[config.mk]
export PLATFORM = sky130hd
export DESIGN_NAME = video_pattern_gen
export DESIGN_NICKNAME = d
export VERILOG_FILES = /design/src/rtl/video_pattern_gen.sv
export SDC_FILE = /design/constraint.sdc
export NUM_CORES = 1
export LEC_CHECK = 0
export BUFFER_PORTS_ARGS = -buffer_cell sky130_fd_sc_hd__buf_4
export CAP_MARGIN = 5
export CORE_ASPECT_RATIO = 2
export CORE_MARGIN = 10
export CORE_UTILIZATION = 55
export DETAILED_ROUTE_END_ITERATION = 8
export PLACE_DENSITY_LB_ADDON = 0.08
export RECOVER_POWER = 100
export SKIP_LAST_GASP = 1
export SYNTH_ARGS = -nofsm -noshare
export SYNTH_HDL_FRONTEND = slang
export SYNTH_SLANG_ARGS = --single-unit
[constraint.sdc]
create_clock -name clk -period 4.58 [get_ports clk]
set_clock_uncertainty 0.05 [all_clocks]
set_input_delay 0.687 -clock clk [delete_from_list [all_inputs] [get_ports clk]]
set_output_delay 0.687 -clock clk [all_outputs]
set_load 0.02 [all_outputs]
[src/rtl/video_pattern_gen.sv]
// Free-running video timing generator with four selectable test patterns.
// Sync, blanking and pixel outputs are registered and lag the counters by one clock.
module video_pattern_gen #(
  parameter int RGB_WIDTH = 24,
  parameter int H_ACTIVE  = 480,
  parameter int H_FP      = 2,
  parameter int H_SYNC    = 41,
  parameter int H_BP      = 2,
  parameter int V_ACTIVE  = 272,
  parameter int V_FP      = 2,
  parameter int V_SYNC    = 10,
  parameter int V_BP      = 2
) (
  input  logic                 clk,
  input  logic                 rst_n,
  input  logic                 i_enable,
  input  logic [1:0]           i_pattern_sel,
  input  logic [RGB_WIDTH-1:0] i_solid_rgb,
  output logic [RGB_WIDTH-1:0] o_video_rgb,
  output logic                 o_video_h_sync,
  output logic                 o_video_v_sync,
  output logic                 o_video_data_en,
  output logic                 o_video_hblank,
  output logic                 o_video_vblank,
  output logic                 o_frame_start,
  output logic [15:0]          o_frame_count
);

  localparam int CW      = RGB_WIDTH / 3;
  localparam int H_TOTAL = H_ACTIVE + H_FP + H_SYNC + H_BP;
  localparam int V_TOTAL = V_ACTIVE + V_FP + V_SYNC + V_BP;
  localparam int HW      = $clog2(H_TOTAL);
  localparam int VW      = $clog2(V_TOTAL);
  localparam int BW      = (H_ACTIVE / 8 > 0) ? H_ACTIVE / 8 : 1;

  typedef enum logic {IDLE, RUN} state_t;

  state_t               state;
  logic [HW-1:0]        h_count;
  logic [VW-1:0]        v_count;
  logic [1:0]           pat_q;
  logic [RGB_WIDTH-1:0] solid_q;

  logic [31:0]          h32, v32, bar;
  logic [2:0]           bar_bits;
  logic                 hb, vb, hs, vs, de, at_origin;
  logic [RGB_WIDTH-1:0] pix;

  always_comb begin
    h32       = 32'(h_count);
    v32       = 32'(v_count);
    hb        = h32 >= H_ACTIVE;
    vb        = v32 >= V_ACTIVE;
    de        = !hb && !vb;
    hs        = (h32 >= H_ACTIVE + H_FP) && (h32 < H_ACTIVE + H_FP + H_SYNC);
    vs        = (v32 >= V_ACTIVE + V_FP) && (v32 < V_ACTIVE + V_FP + V_SYNC);
    at_origin = (h32 == 32'd0) && (v32 == 32'd0);
    bar       = h32 / BW;
    if (bar > 32'd7) bar = 32'd7;
    // Bar bits are {R,G,B} on/off: white, yellow, cyan, green, magenta, red, blue, black
    case (bar[2:0])
      3'd0:    bar_bits = 3'b111;
      3'd1:    bar_bits = 3'b110;
      3'd2:    bar_bits = 3'b011;
      3'd3:    bar_bits = 3'b010;
      3'd4:    bar_bits = 3'b101;
      3'd5:    bar_bits = 3'b100;
      3'd6:    bar_bits = 3'b001;
      default: bar_bits = 3'b000;
    endcase
    pix = '0;
    case (pat_q)
      2'd0:    pix = solid_q;
      2'd1:    pix = {{CW{bar_bits[2]}}, {CW{bar_bits[1]}}, {CW{bar_bits[0]}}};
      2'd2:    pix = {3{h32[CW-1:0]}};
      default: pix = (h32[3] ^ v32[3]) ? '1 : '0;
    endcase
  end

  always_ff @(posedge clk) begin
    if (!rst_n) begin
      state           <= IDLE;
      h_count         <= '0;
      v_count         <= '0;
      pat_q           <= '0;
      solid_q         <= '0;
      o_video_rgb     <= '0;
      o_video_h_sync  <= 1'b0;
      o_video_v_sync  <= 1'b0;
      o_video_data_en <= 1'b0;
      o_video_hblank  <= 1'b0;
      o_video_vblank  <= 1'b0;
      o_frame_start   <= 1'b0;
      o_frame_count   <= '0;
    end else begin
      case (state)
        IDLE: begin
          h_count         <= '0;
          v_count         <= '0;
          o_video_rgb     <= '0;
          o_video_h_sync  <= 1'b0;
          o_video_v_sync  <= 1'b0;
          o_video_data_en <= 1'b0;
          o_video_hblank  <= 1'b0;
          o_video_vblank  <= 1'b0;
          o_frame_start   <= 1'b0;
          if (i_enable) begin
            state   <= RUN;
            pat_q   <= i_pattern_sel;
            solid_q <= i_solid_rgb;
          end
        end
        default: begin
          o_video_rgb     <= de ? pix : '0;
          o_video_h_sync  <= hs;
          o_video_v_sync  <= vs;
          o_video_data_en <= de;
          o_video_hblank  <= hb;
          o_video_vblank  <= vb;
          o_frame_start   <= at_origin;
          if (at_origin) o_frame_count <= o_frame_count + 16'd1;
          // Enable is only honoured at the last position so frames are never truncated
          if (h32 == H_TOTAL - 1) begin
            h_count <= '0;
            if (v32 == V_TOTAL - 1) begin
              v_count <= '0;
              if (i_enable) begin
                pat_q   <= i_pattern_sel;
                solid_q <= i_solid_rgb;
              end else begin
                state <= IDLE;
              end
            end else begin
              v_count <= v_count + 1'b1;
            end
          end else begin
            h_count <= h_count + 1'b1;
          end
        end
      endcase
    end
  end

endmodule

==> impl_results.md <==
* Status: finished, final reports clean
* I/O Buffers at 74
* Mean Syn Cell Area at 8.24 um2
* Number of diodes at 0
* Hold Fails Final Rpt at 0
* H-tree levels at 3
* Routed len/inst at 16.6 um
* Num CTS Buffers at 9
* Cell breakdown of the critical path: nand3_1, inv_1, ha_1, mux2i_1, o31ai_1, nor2_1, o211ai_1, nor2_1, o21ai_0, o21a_1
* EDFF count, synth at 0
* Top post-synthesis cells by area: dfxtp_1 44%, nand2_1 8.4%, a21oi_1 6.1%
* Setup TNS Final at 0 ns
* R2R depth at 10
* Syn Nets at 543
* Final setup violation count at 0
* Die area at 11700 um2
* CTS max path bufs at 2
* Hold Crit Class: flop to flop
* Global-route wire length before repair at 17500 um
* Crit Path Category: flop to flop
* Worst EP required at 4.81 ns
* Initial antenna violation count at 0
* Startpoint types: flop
* DRC Markers at 0
* FF-to-FF setup slack at 0.97 ns
* CP most frequent cell: nor2_1
* Maximum number of pins on one net before global-route repair at 45
* DP HPWL at 8130 um
* DRT antenna net count at 0
* Hold Buf Count CTS at 0
* Compound-Gate Fraction of Synth Area at 0.184
* I/O Pins at 75
* Nets at 599
* Most frequent cell after synthesis: nand2_1
* Design Area, Final at 4800 um2
* RSZ-0062 raised after global routing: no
* Post-DP Area at 4720 um2
* Hold_ws at 0.410 ns
* Total congestion overflow at 0
* Post-synthesis simple-gate area fraction at 0.232
* DRT iter0 DRCs at 201
* Leakage at 1.85 nW
* Area Overhead vs Synth at 15.0%
* Post-synth top area cell: dfxtp_1
* Setup Fix Bufs, Post-CTS at 0
* Synth Warn # at 0
* Vias per inst at 5.64
* TritonCTS clock tree: built
* Gpl congestion at 0.884
* VDD IR max at 0.281 mV
* Post-layout worst setup margin at 0.969 ns
* Critical Path AT at 3.84 ns
* Worst r2r src: h_count[6]
* Slowest stage delay, CP at 0.84 ns
* Max Transition Viols Final at 0
* Post-Synth Adder-Cell Area at 0.0210
* Clock-pin slew on the worst setup and hold paths at 0.06 ns
* Vias at 3717
* Post-Synth XOR/XNOR Area at 0.0650
* Final period utilization at 0.788
* CP Max Fanout at 15
* Detailed Routing Iterations Pass 1 at 4
* Die Wd at 81.6 um
* Max cap viols at 0
* Largest family of logic cells by synthesized area: simple AND/OR/NAND/NOR gates
* Main synth FF type: dfxtp_1
* Post-synth cell types at 51
* Clock Sinks at 92
* Post-CTS Resized at 0
* Clock latency on the worst-skew pair at 0.34 ns
* Rel. slew slack at 0.193
* Die Y at 143 um
* CP endpoint kind: flop
* WL final at 10900 um
* Least-Margin Pin Slew at 1.21 ns
* Clock root buffer: clkbuf_16
* Minimum clock period at 3.61 ns
* Asr flop ratio synth at 0
* RR Endpoint: o_video_rgb[20]
* Setup slack at placement at 1.25 ns
* Slowest CP cell: o21ai_0
* Share of the yosys chip area belonging to registers at 0.441
* All-layer global routing usage at 0.188
* Post-synthesis mux area share at 0.0120
* Synth top cells by count: 93 x nand2_1, 92 x dfxtp_1, 51 x a21oi_1
* Row count at 44
* Synth Register Bits at 92
* Fraction of layout cells with a size suffix above 1 at 0.0811
* Core area at 7320 um2
* Power per cell area at 349 nW/um2
* Total power at 1.67 mW
* Share of the synthesized area in the top cell type at 0.441
* Starting Density at 0.570
* Synth Cell Area at 4180 um2
* Post-synthesis instance total at 507
* FMAX at 277 MHz
* Number of global-route vias before repair at 3731
* Setup crit end: o_video_rgb[20]
* Setup crit start: h_count[6]
==> flip-flops by register name, summed over array words and instances, names as in the netlist <==
signal,count
state,1
pat_q,2
v_count,9
o_video_h_sync,1
o_video_data_en,1
o_video_hblank,1
o_video_rgb,24
solid_q,24
o_video_vblank,1
o_frame_start,1
o_frame_count,16
o_video_v_sync,1
h_count,10
==> metal layers <==
metal  global-route usage  wire (um)  vias up
met5                    0          0        -
met4                0.102        412        0
met3               0.0421        590       28
met2                0.343       5880      117
met1                0.187       4040     1726
li1                     -          -     1846
==> cell type report <==
| cell class | count | area (um2) |
|---|---|---|
| fill | 685 | 2520 |
| clock buffer | 10 | 229 |
| inverter | 15 | 56.3 |
| sequential | 92 | 1840 |
| multi-input combinational | 370 | 2100 |
| timing repair buffer | 75 | 390 |
| clock inverter | 5 | 62.6 |
| tap | 92 | 115 |
==> how the worst min path moves through the flow <==
stage                       end        start  slack [ns]  cells past startpoint
floorplan            solid_q[0]   solid_q[0]        0.38                      2
global placement     solid_q[4]   solid_q[4]        0.39                      2
detailed placement   solid_q[5]   solid_q[5]        0.40                      2
CTS                  solid_q[2]   solid_q[2]        0.41                      2
global route        solid_q[21]  solid_q[21]        0.43                      2
finish               solid_q[1]   solid_q[1]        0.41                      2
==> logic make-up (layout without fill, tap and decap cells) <==
kind of cell	count (synthesis)	in the layout
xor gates and xnor gates	31	31
and+or+nand+nor	206	206
buffers and inverters	45	105
DFF	92	92
AOI/OAI and AO/OA	121	121
muxes	5	5
adders and majority gates	7	7
==> critical path, delay by kind of cell (launching register included) <==
family          cells  cell delay (ns)
compound gates      4             1.98
fa+ha+maj           1             0.24
mux                 1             0.12
simple gates        3             0.36
buf+inv             1             0.18
flops               1             0.62
==> cell usage in the layout, fill, tap and decap left out, drive strengths merged, types with 6 or more instances in the layout <==
cell    instances
inv            15
a21o            9
o21ai          16
buf            29
nor2           45
a21boi          8
a21oi          52
ha              7
nand4           8
o21a           16
dfxtp          92
nand3          24
xnor2          14
nand2          93
clkbuf         56
xor2           17
nor3            6
==> where the power goes <==
part	leakage [nW]	total (mW)	internal, mW	switching (mW)
sequential	0.747	0.839	0.823	0.0164
clock	0.135	0.722	0.422	0.299
combinational	0.966	0.114	0.0430	0.0707
==> through the flow <==
step           cells  utilization
2_1_floorplan    507            -
3_3_place_gp     644        0.645
3_5_place_dp     644        0.645
4_1_cts          659        0.685
5_1_grt          659        0.656
6_report         659        0.656
No activity file was read; power rests on OpenSTA's default activity.
